**config.mk**
```make
export PLATFORM = sky130hd
export DESIGN_NAME = alu_cmd_sequencer_flat
export DESIGN_NICKNAME = d
export VERILOG_FILES = /design/src/rtl/alu_pkg.sv /design/src/rtl/alu_cmd_sequencer_if.sv /design/src/rtl/alu_cmd_sequencer.sv /design/src/flat_wrapper.sv
export SDC_FILE = /design/constraint.sdc
export NUM_CORES = 1
export LEC_CHECK = 0
export BUFFER_PORTS_ARGS = -buffer_cell sky130_fd_sc_hd__buf_4
export CORE_ASPECT_RATIO = 0.7
export CORE_MARGIN = 1
export CORE_UTILIZATION = 40
export DETAILED_ROUTE_END_ITERATION = 6
export PLACE_DENSITY = 0.7
export SLEW_MARGIN = 10
export SYNTH_ARGS = -nofsm -noshare
export SYNTH_HDL_FRONTEND = slang
export SYNTH_SLANG_ARGS = --single-unit
```
**constraint.sdc**
```tcl
create_clock -name i_clk -period 1.7 [get_ports i_clk]
set_input_delay 0.255 -clock i_clk [delete_from_list [all_inputs] [get_ports i_clk]]
set_output_delay 0.255 -clock i_clk [all_outputs]
set_load 0.1 [all_outputs]
```
**src/rtl/alu_pkg.sv**
```systemverilog
// Shared constants for the alu command path: operand widths, alu mode codes
// and the sequencer FSM state encodings.
package alu_pkg;

    localparam int DATA_W_DEFAULT = 8;
    localparam int RES_W_DEFAULT  = 16;

    localparam logic [1:0] MODE_ADD   = 2'b00;
    localparam logic [1:0] MODE_MUL   = 2'b01;
    localparam logic [1:0] MODE_DEC   = 2'b10;
    localparam logic [1:0] MODE_PASSB = 2'b11;

    localparam logic [1:0] ST_IDLE   = 2'd0;
    localparam logic [1:0] ST_SETTLE = 2'd1;
    localparam logic [1:0] ST_DONE   = 2'd2;

endpackage

```
**src/rtl/alu_cmd_sequencer_if.sv**
```systemverilog
// Command, alu and result bus of alu_cmd_sequencer. Status flag signals exist
// only when STATUS_FLAGS_EN is defined.
interface alu_cmd_sequencer_if #(
    parameter int DATA_W = alu_pkg::DATA_W_DEFAULT,
    parameter int RES_W  = alu_pkg::RES_W_DEFAULT
);
    logic              i_cmd_valid;
    logic              o_cmd_ready;
    logic [DATA_W-1:0] i_cmd_a;
    logic [DATA_W-1:0] i_cmd_b;
    logic [1:0]        i_cmd_mode;
    logic [DATA_W-1:0] o_alu_a;
    logic [DATA_W-1:0] o_alu_b;
    logic [1:0]        o_alu_mode;
    logic [RES_W-1:0]  i_alu_out;
    logic              o_res_valid;
    logic              i_res_ready;
    logic [RES_W-1:0]  o_res_data;
    logic              o_busy;
    logic [7:0]        o_op_cnt;
`ifdef STATUS_FLAGS_EN
    logic              o_res_zero;
    logic              o_res_wide;
`endif

    // slave: the sequencer itself; master: the surrounding environment
    modport slave (
        input  i_cmd_valid, i_cmd_a, i_cmd_b, i_cmd_mode, i_alu_out, i_res_ready,
`ifdef STATUS_FLAGS_EN
        output o_res_zero, o_res_wide,
`endif
        output o_cmd_ready, o_alu_a, o_alu_b, o_alu_mode, o_res_valid, o_res_data,
               o_busy, o_op_cnt
    );

    modport master (
        output i_cmd_valid, i_cmd_a, i_cmd_b, i_cmd_mode, i_alu_out, i_res_ready,
`ifdef STATUS_FLAGS_EN
        input  o_res_zero, o_res_wide,
`endif
        input  o_cmd_ready, o_alu_a, o_alu_b, o_alu_mode, o_res_valid, o_res_data,
               o_busy, o_op_cnt
    );

endinterface

```
**src/rtl/alu_cmd_sequencer.sv**
```systemverilog
// Single-outstanding command stage for the combinational alu: register operands,
// wait WAIT_CYCLES edges, capture the result, hand it downstream. Option: STATUS_FLAGS_EN.
module alu_cmd_sequencer
    import alu_pkg::*;
#(
    parameter int DATA_W      = DATA_W_DEFAULT,
    parameter int RES_W       = RES_W_DEFAULT,
    parameter int WAIT_CYCLES = 1
) (
    input logic           i_clk,
    input logic           i_rst,
    alu_cmd_sequencer_if.slave bus
);

    localparam int CNT_W = $clog2(WAIT_CYCLES + 1);

    logic [1:0]        state;
    logic [CNT_W-1:0]  cnt;
    logic [DATA_W-1:0] alu_a;
    logic [DATA_W-1:0] alu_b;
    logic [1:0]        alu_mode;
    logic [RES_W-1:0]  res_data;
    logic [7:0]        op_cnt;
`ifdef STATUS_FLAGS_EN
    logic              res_zero;
    logic              res_wide;
`endif

    always_ff @(posedge i_clk or posedge i_rst) begin
        if (i_rst) begin
            state    <= ST_IDLE;
            cnt      <= '0;
            alu_a    <= '0;
            alu_b    <= '0;
            alu_mode <= '0;
            res_data <= '0;
            op_cnt   <= '0;
`ifdef STATUS_FLAGS_EN
            res_zero <= 1'b0;
            res_wide <= 1'b0;
`endif
        end else begin
            case (state)
                ST_IDLE: begin
                    if (bus.i_cmd_valid) begin
                        alu_a    <= bus.i_cmd_a;
                        alu_b    <= bus.i_cmd_b;
                        alu_mode <= bus.i_cmd_mode;
                        cnt      <= CNT_W'(WAIT_CYCLES);
                        state    <= ST_SETTLE;
                    end
                end
                ST_SETTLE: begin
                    if (cnt == CNT_W'(1)) begin
                        res_data <= bus.i_alu_out;
`ifdef STATUS_FLAGS_EN
                        res_zero <= (bus.i_alu_out == '0);
                        res_wide <= |bus.i_alu_out[RES_W-1:DATA_W];
`endif
                        state    <= ST_DONE;
                    end else begin
                        cnt <= cnt - CNT_W'(1);
                    end
                end
                ST_DONE: begin
                    if (bus.i_res_ready) begin
                        op_cnt <= op_cnt + 8'd1;
                        state  <= ST_IDLE;
                    end
                end
                default: state <= ST_IDLE;
            endcase
        end
    end

    // Ready is gated by reset so it reads 0 while reset is asserted.
    assign bus.o_cmd_ready = (state == ST_IDLE) && !i_rst;
    assign bus.o_busy      = (state == ST_SETTLE) || (state == ST_DONE);
    assign bus.o_res_valid = (state == ST_DONE);
    assign bus.o_alu_a     = alu_a;
    assign bus.o_alu_b     = alu_b;
    assign bus.o_alu_mode  = alu_mode;
    assign bus.o_res_data  = res_data;
    assign bus.o_op_cnt    = op_cnt;
`ifdef STATUS_FLAGS_EN
    assign bus.o_res_zero  = res_zero;
    assign bus.o_res_wide  = res_wide;
`endif

endmodule

```
**src/flat_wrapper.sv**
```systemverilog
// flat-port wrapper written by rule: the top's interface ports become plain ports
module alu_cmd_sequencer_flat import alu_pkg::*;
#(
    parameter int DATA_W      = DATA_W_DEFAULT,
    parameter int RES_W       = RES_W_DEFAULT,
    parameter int WAIT_CYCLES = 1
)
  (i_clk, i_rst, bus_i_cmd_valid, bus_i_cmd_a, bus_i_cmd_b, bus_i_cmd_mode, bus_i_alu_out, bus_i_res_ready, bus_o_cmd_ready, bus_o_alu_a, bus_o_alu_b, bus_o_alu_mode, bus_o_res_valid, bus_o_res_data, bus_o_busy, bus_o_op_cnt);
  alu_cmd_sequencer_if #(.DATA_W(DATA_W), .RES_W(RES_W)) bus_i ();
  input logic i_clk;
  input logic i_rst;
  input wire logic [$bits(bus_i.i_cmd_valid)-1:0] bus_i_cmd_valid;
  input wire logic [$bits(bus_i.i_cmd_a)-1:0] bus_i_cmd_a;
  input wire logic [$bits(bus_i.i_cmd_b)-1:0] bus_i_cmd_b;
  input wire logic [$bits(bus_i.i_cmd_mode)-1:0] bus_i_cmd_mode;
  input wire logic [$bits(bus_i.i_alu_out)-1:0] bus_i_alu_out;
  input wire logic [$bits(bus_i.i_res_ready)-1:0] bus_i_res_ready;
  output wire logic [$bits(bus_i.o_cmd_ready)-1:0] bus_o_cmd_ready;
  output wire logic [$bits(bus_i.o_alu_a)-1:0] bus_o_alu_a;
  output wire logic [$bits(bus_i.o_alu_b)-1:0] bus_o_alu_b;
  output wire logic [$bits(bus_i.o_alu_mode)-1:0] bus_o_alu_mode;
  output wire logic [$bits(bus_i.o_res_valid)-1:0] bus_o_res_valid;
  output wire logic [$bits(bus_i.o_res_data)-1:0] bus_o_res_data;
  output wire logic [$bits(bus_i.o_busy)-1:0] bus_o_busy;
  output wire logic [$bits(bus_i.o_op_cnt)-1:0] bus_o_op_cnt;
  assign bus_i.i_cmd_valid = bus_i_cmd_valid;
  assign bus_i.i_cmd_a = bus_i_cmd_a;
  assign bus_i.i_cmd_b = bus_i_cmd_b;
  assign bus_i.i_cmd_mode = bus_i_cmd_mode;
  assign bus_i.i_alu_out = bus_i_alu_out;
  assign bus_i.i_res_ready = bus_i_res_ready;
  assign bus_o_cmd_ready = bus_i.o_cmd_ready;
  assign bus_o_alu_a = bus_i.o_alu_a;
  assign bus_o_alu_b = bus_i.o_alu_b;
  assign bus_o_alu_mode = bus_i.o_alu_mode;
  assign bus_o_res_valid = bus_i.o_res_valid;
  assign bus_o_res_data = bus_i.o_res_data;
  assign bus_o_busy = bus_i.o_busy;
  assign bus_o_op_cnt = bus_i.o_op_cnt;
  alu_cmd_sequencer #(.DATA_W(DATA_W), .RES_W(RES_W), .WAIT_CYCLES(WAIT_CYCLES)) u_core (.i_clk(i_clk), .i_rst(i_rst), .bus(bus_i));
endmodule
```
==> impl_metrics.csv <==
group,metric,value,unit
run_status,status,"finished clean",
floorplanning,die_h,58.1,um
setup_path,start_kind,"flop",
global_route,track_usage,16.8,%
sta,fmax,0.606,GHz
logic_synthesis,synth.most_common_cell,"dfrtp_1",
drt,routed-via-count,1230,
drt,drc_errors,0,
logic_synthesis,ys_ff_latch,45,
global_route,first_global_vias,1296,
final_layout,seq_area,0.00113,mm2
drt,wl_per_cell,13.8,um
final_layout,syn2layout_area_growth,49.2,%
final_layout,multi_input_area,657,um2
logic_synthesis,netlist_top_cells_area,"dfrtp_1 63%, mux2_2 23%, ha_1 3.5%",
setup_path,rrSetupSlack,50,ps
drt,via_per_inst,4.62,
setup_path,required,1880,ps
sta,slew_headroom,63.3,%
setup_path,cp-end-kind,"flop",
clock_network,clk_latency,290,ps
floorplanning,dieArea,0.00477,mm2
min_path,hp-class,"in -> async",
setup_path,crit_arrival,1830,ps
final_layout,nets,256,
logic_synthesis,yosys.area.top_type,"dfrtp_1",
floorplanning,pin_count,83,
setup_path,cp_max_fo,4,
logic_synthesis,synthArstFlopShare,100,%
drt,wl,3.68,mm
logic_synthesis,synth_common_cells,"45 x dfrtp_1, 37 x mux2_2, 6 x inv_1",
sta,hold_viol,0,
sta,setup_tns,0,ps
clock_network,cts_buffer_depth,2,
sta,drv_slew,0,
sta,period_needed,1650,ps
sta,worst_pin_slew,550,ps
final_layout,diodes,0,
sta,setup_viol,0,
logic_synthesis,synth_top_area_share,62.7,%
clock_network,path_clk_slew,80,ps
final_layout,fill_cells,333,
clock_network,hold_buffers,0,
logic_synthesis,yosysSeqAreaShare,62.7,%
final_layout,drive_gt1_share,66.4,%
place,dp_hpwl,2.83,mm
logic_synthesis,synth_enable_flop_cells,0,
drt,firstDrtPassIters,4,
logic_synthesis,synth_cells,120,
clock_network,cts.sinks,45,
global_route,grt_pass1_wl,5.85,mm
floorplanning,rows,19,
clock_network,cts_root_buf,"clkbuf_8",
global_route,grt_max_degree,28,
clock_network,numCtsBuffers,5,
global_route,grt_util_met3,6.14,%
global_route,grt.busiest_layer,"met2",
place,place_congestion,0.652,
setup_path,crit_type,"reg -> reg",
logic_synthesis,syn-num-nets,163,
global_route,gr-total-overflow,0,
global_route,use_met1,20.0,%
sta,fin_crit_sh,97.1,%
drt,drtAntennaViolNets,0,
floorplanning,fp.dieW,82.1,um
drt,drt-initial-drc-count,33,
global_route,antenna_found_initial,0,
job,drv_cap,0,
clock_network,cts_tree,"yes",
clock_network,htreeDepth,2,
logic_synthesis,synth_area,0.00180,mm2
place,io_buffers,82,
logic_synthesis,yosys_warnings,0,
logic_synthesis,ys.flop_type,"dfrtp_1",
floorplanning,coreArea,0.00411,mm2
sta,finClkSkew,3.92,ps
floorplanning,initial_core_util,43.7,%
global_route,use_met2,28.3,%
logic_synthesis,yosysUniqueCellTypes,19,
logic_synthesis,synth_area_per_cell,15.0,um2
==> layer usage <==
layer | part of all wire, % | vias up | wire, um
li1 | - | 596 | -
met1 | 41 | 582 | 1520
met2 | 50 | 49 | 1840
met3 | 8.1 | 3 | 297
met4 | 0.49 | 0 | 18
met5 | 0 | - | 0
==> timing repair <==
| action | CTS | global route |
|---|---|---|
| hold endpoints to repair | 0 | 0 |
| setup endpoints to repair | 3 | 3 |
| setup buffers | 0 | 1 |
| pin swaps | 0 | 0 |
| gates resized for setup | 5 | 1 |
==> state kept, by name, summed over array words and instances, names as in the netlist <==
register	count
u_core.bus.o_alu_a	8
u_core.bus.o_alu_mode	2
u_core.state	2
u_core.cnt	1
u_core.bus.o_res_data	16
u_core.bus.o_op_cnt	8
u_core.bus.o_alu_b	8
==> through the flow <==
step                cells  util [%]  setup slack (ps)  area [um2]  hold slack, ps
floorplan             120         -              -119        1810             406
global placement      257      62.0              92.2        2550             355
detailed placement    257      62.0             -30.7        2550             359
CTS                   265      64.9              15.5        2670            33.1
global route          266      65.2             -9.93        2680            82.1
finish                266      65.2              49.7        2680            38.2
==> kinds of logic (layout without fill, tap and decap cells) <==
family / count (synthesis) / after routing / share of synthesized area [%]
fa+ha+maj: 5 / 5 / 3.48
xor+xnor: 7 / 7 / 3.41
simple gates: 16 / 16 / 4.67
compound gates: 1 / 1 / 0.557
mux: 37 / 37 / 23.2
flops: 45 / 45 / 62.7
buf+inv: 9 / 103 / 2.02
==> critical path, cell delays in order, from the launching register on <==
cell      delay, ps
dfrtp_1         390
inv_2            80
ha_2            220
a222oi_1        350
buf_4           180
mux2_2          330
==> final timing paths <==
path	start	to	depth (start not counted)
setup / recovery	u_core.state[0]$_DFFE_PP0P_	u_core.state[1]$_DFFE_PP0P_	5
hold / removal	i_rst	u_core.bus.o_res_data[8]$_DFFE_PP0P_	2
setup reg to reg	u_core.state[0]$_DFFE_PP0P_	u_core.state[1]$_DFFE_PP0P_	5
hold reg to reg	u_core.bus.o_op_cnt[7]$_DFFE_PP0P_	u_core.bus.o_op_cnt[7]$_DFFE_PP0P_	1
max in group asynchronous	i_rst	u_core.bus.o_op_cnt[5]$_DFFE_PP0P_	3
min in group i_clk	bus_i_cmd_a[1]	u_core.bus.o_alu_a[1]$_DFFE_PP0P_	2
==> placed cells by master (no fill, tap or decap) <==
cell type	instances
nand3_1	2
nand2b_1	1
ha_4	1
nand2_2	1
buf_12	3
nor2b_4	1
clkbuf_8	7
ha_1	3
xor2_1	3
and3_1	1
clkinv_2	1
inv_2	2
a222oi_1	1
dfrtp_2	2
buf_4	86
ha_2	1
inv_1	4
nor2_1	1
dfrtp_1	43
and2_1	1
mux2_2	37
nand4_1	3
nor3_1	1
nand2_1	4
xnor2_1	4
==> area by class of cell <==
cell class              instances  area share [%]
flip-flops and latches         45            42.1
clock inverters                 1           0.187
inverters                       6           0.840
multi-input cells              66            24.5
clock buffers                   7            3.59
well taps                      52            2.43
repair buffers                 89            26.3
Power is not shown: default switching activity piles up to over one toggle a cycle in this logic, so the estimate is an artifact.
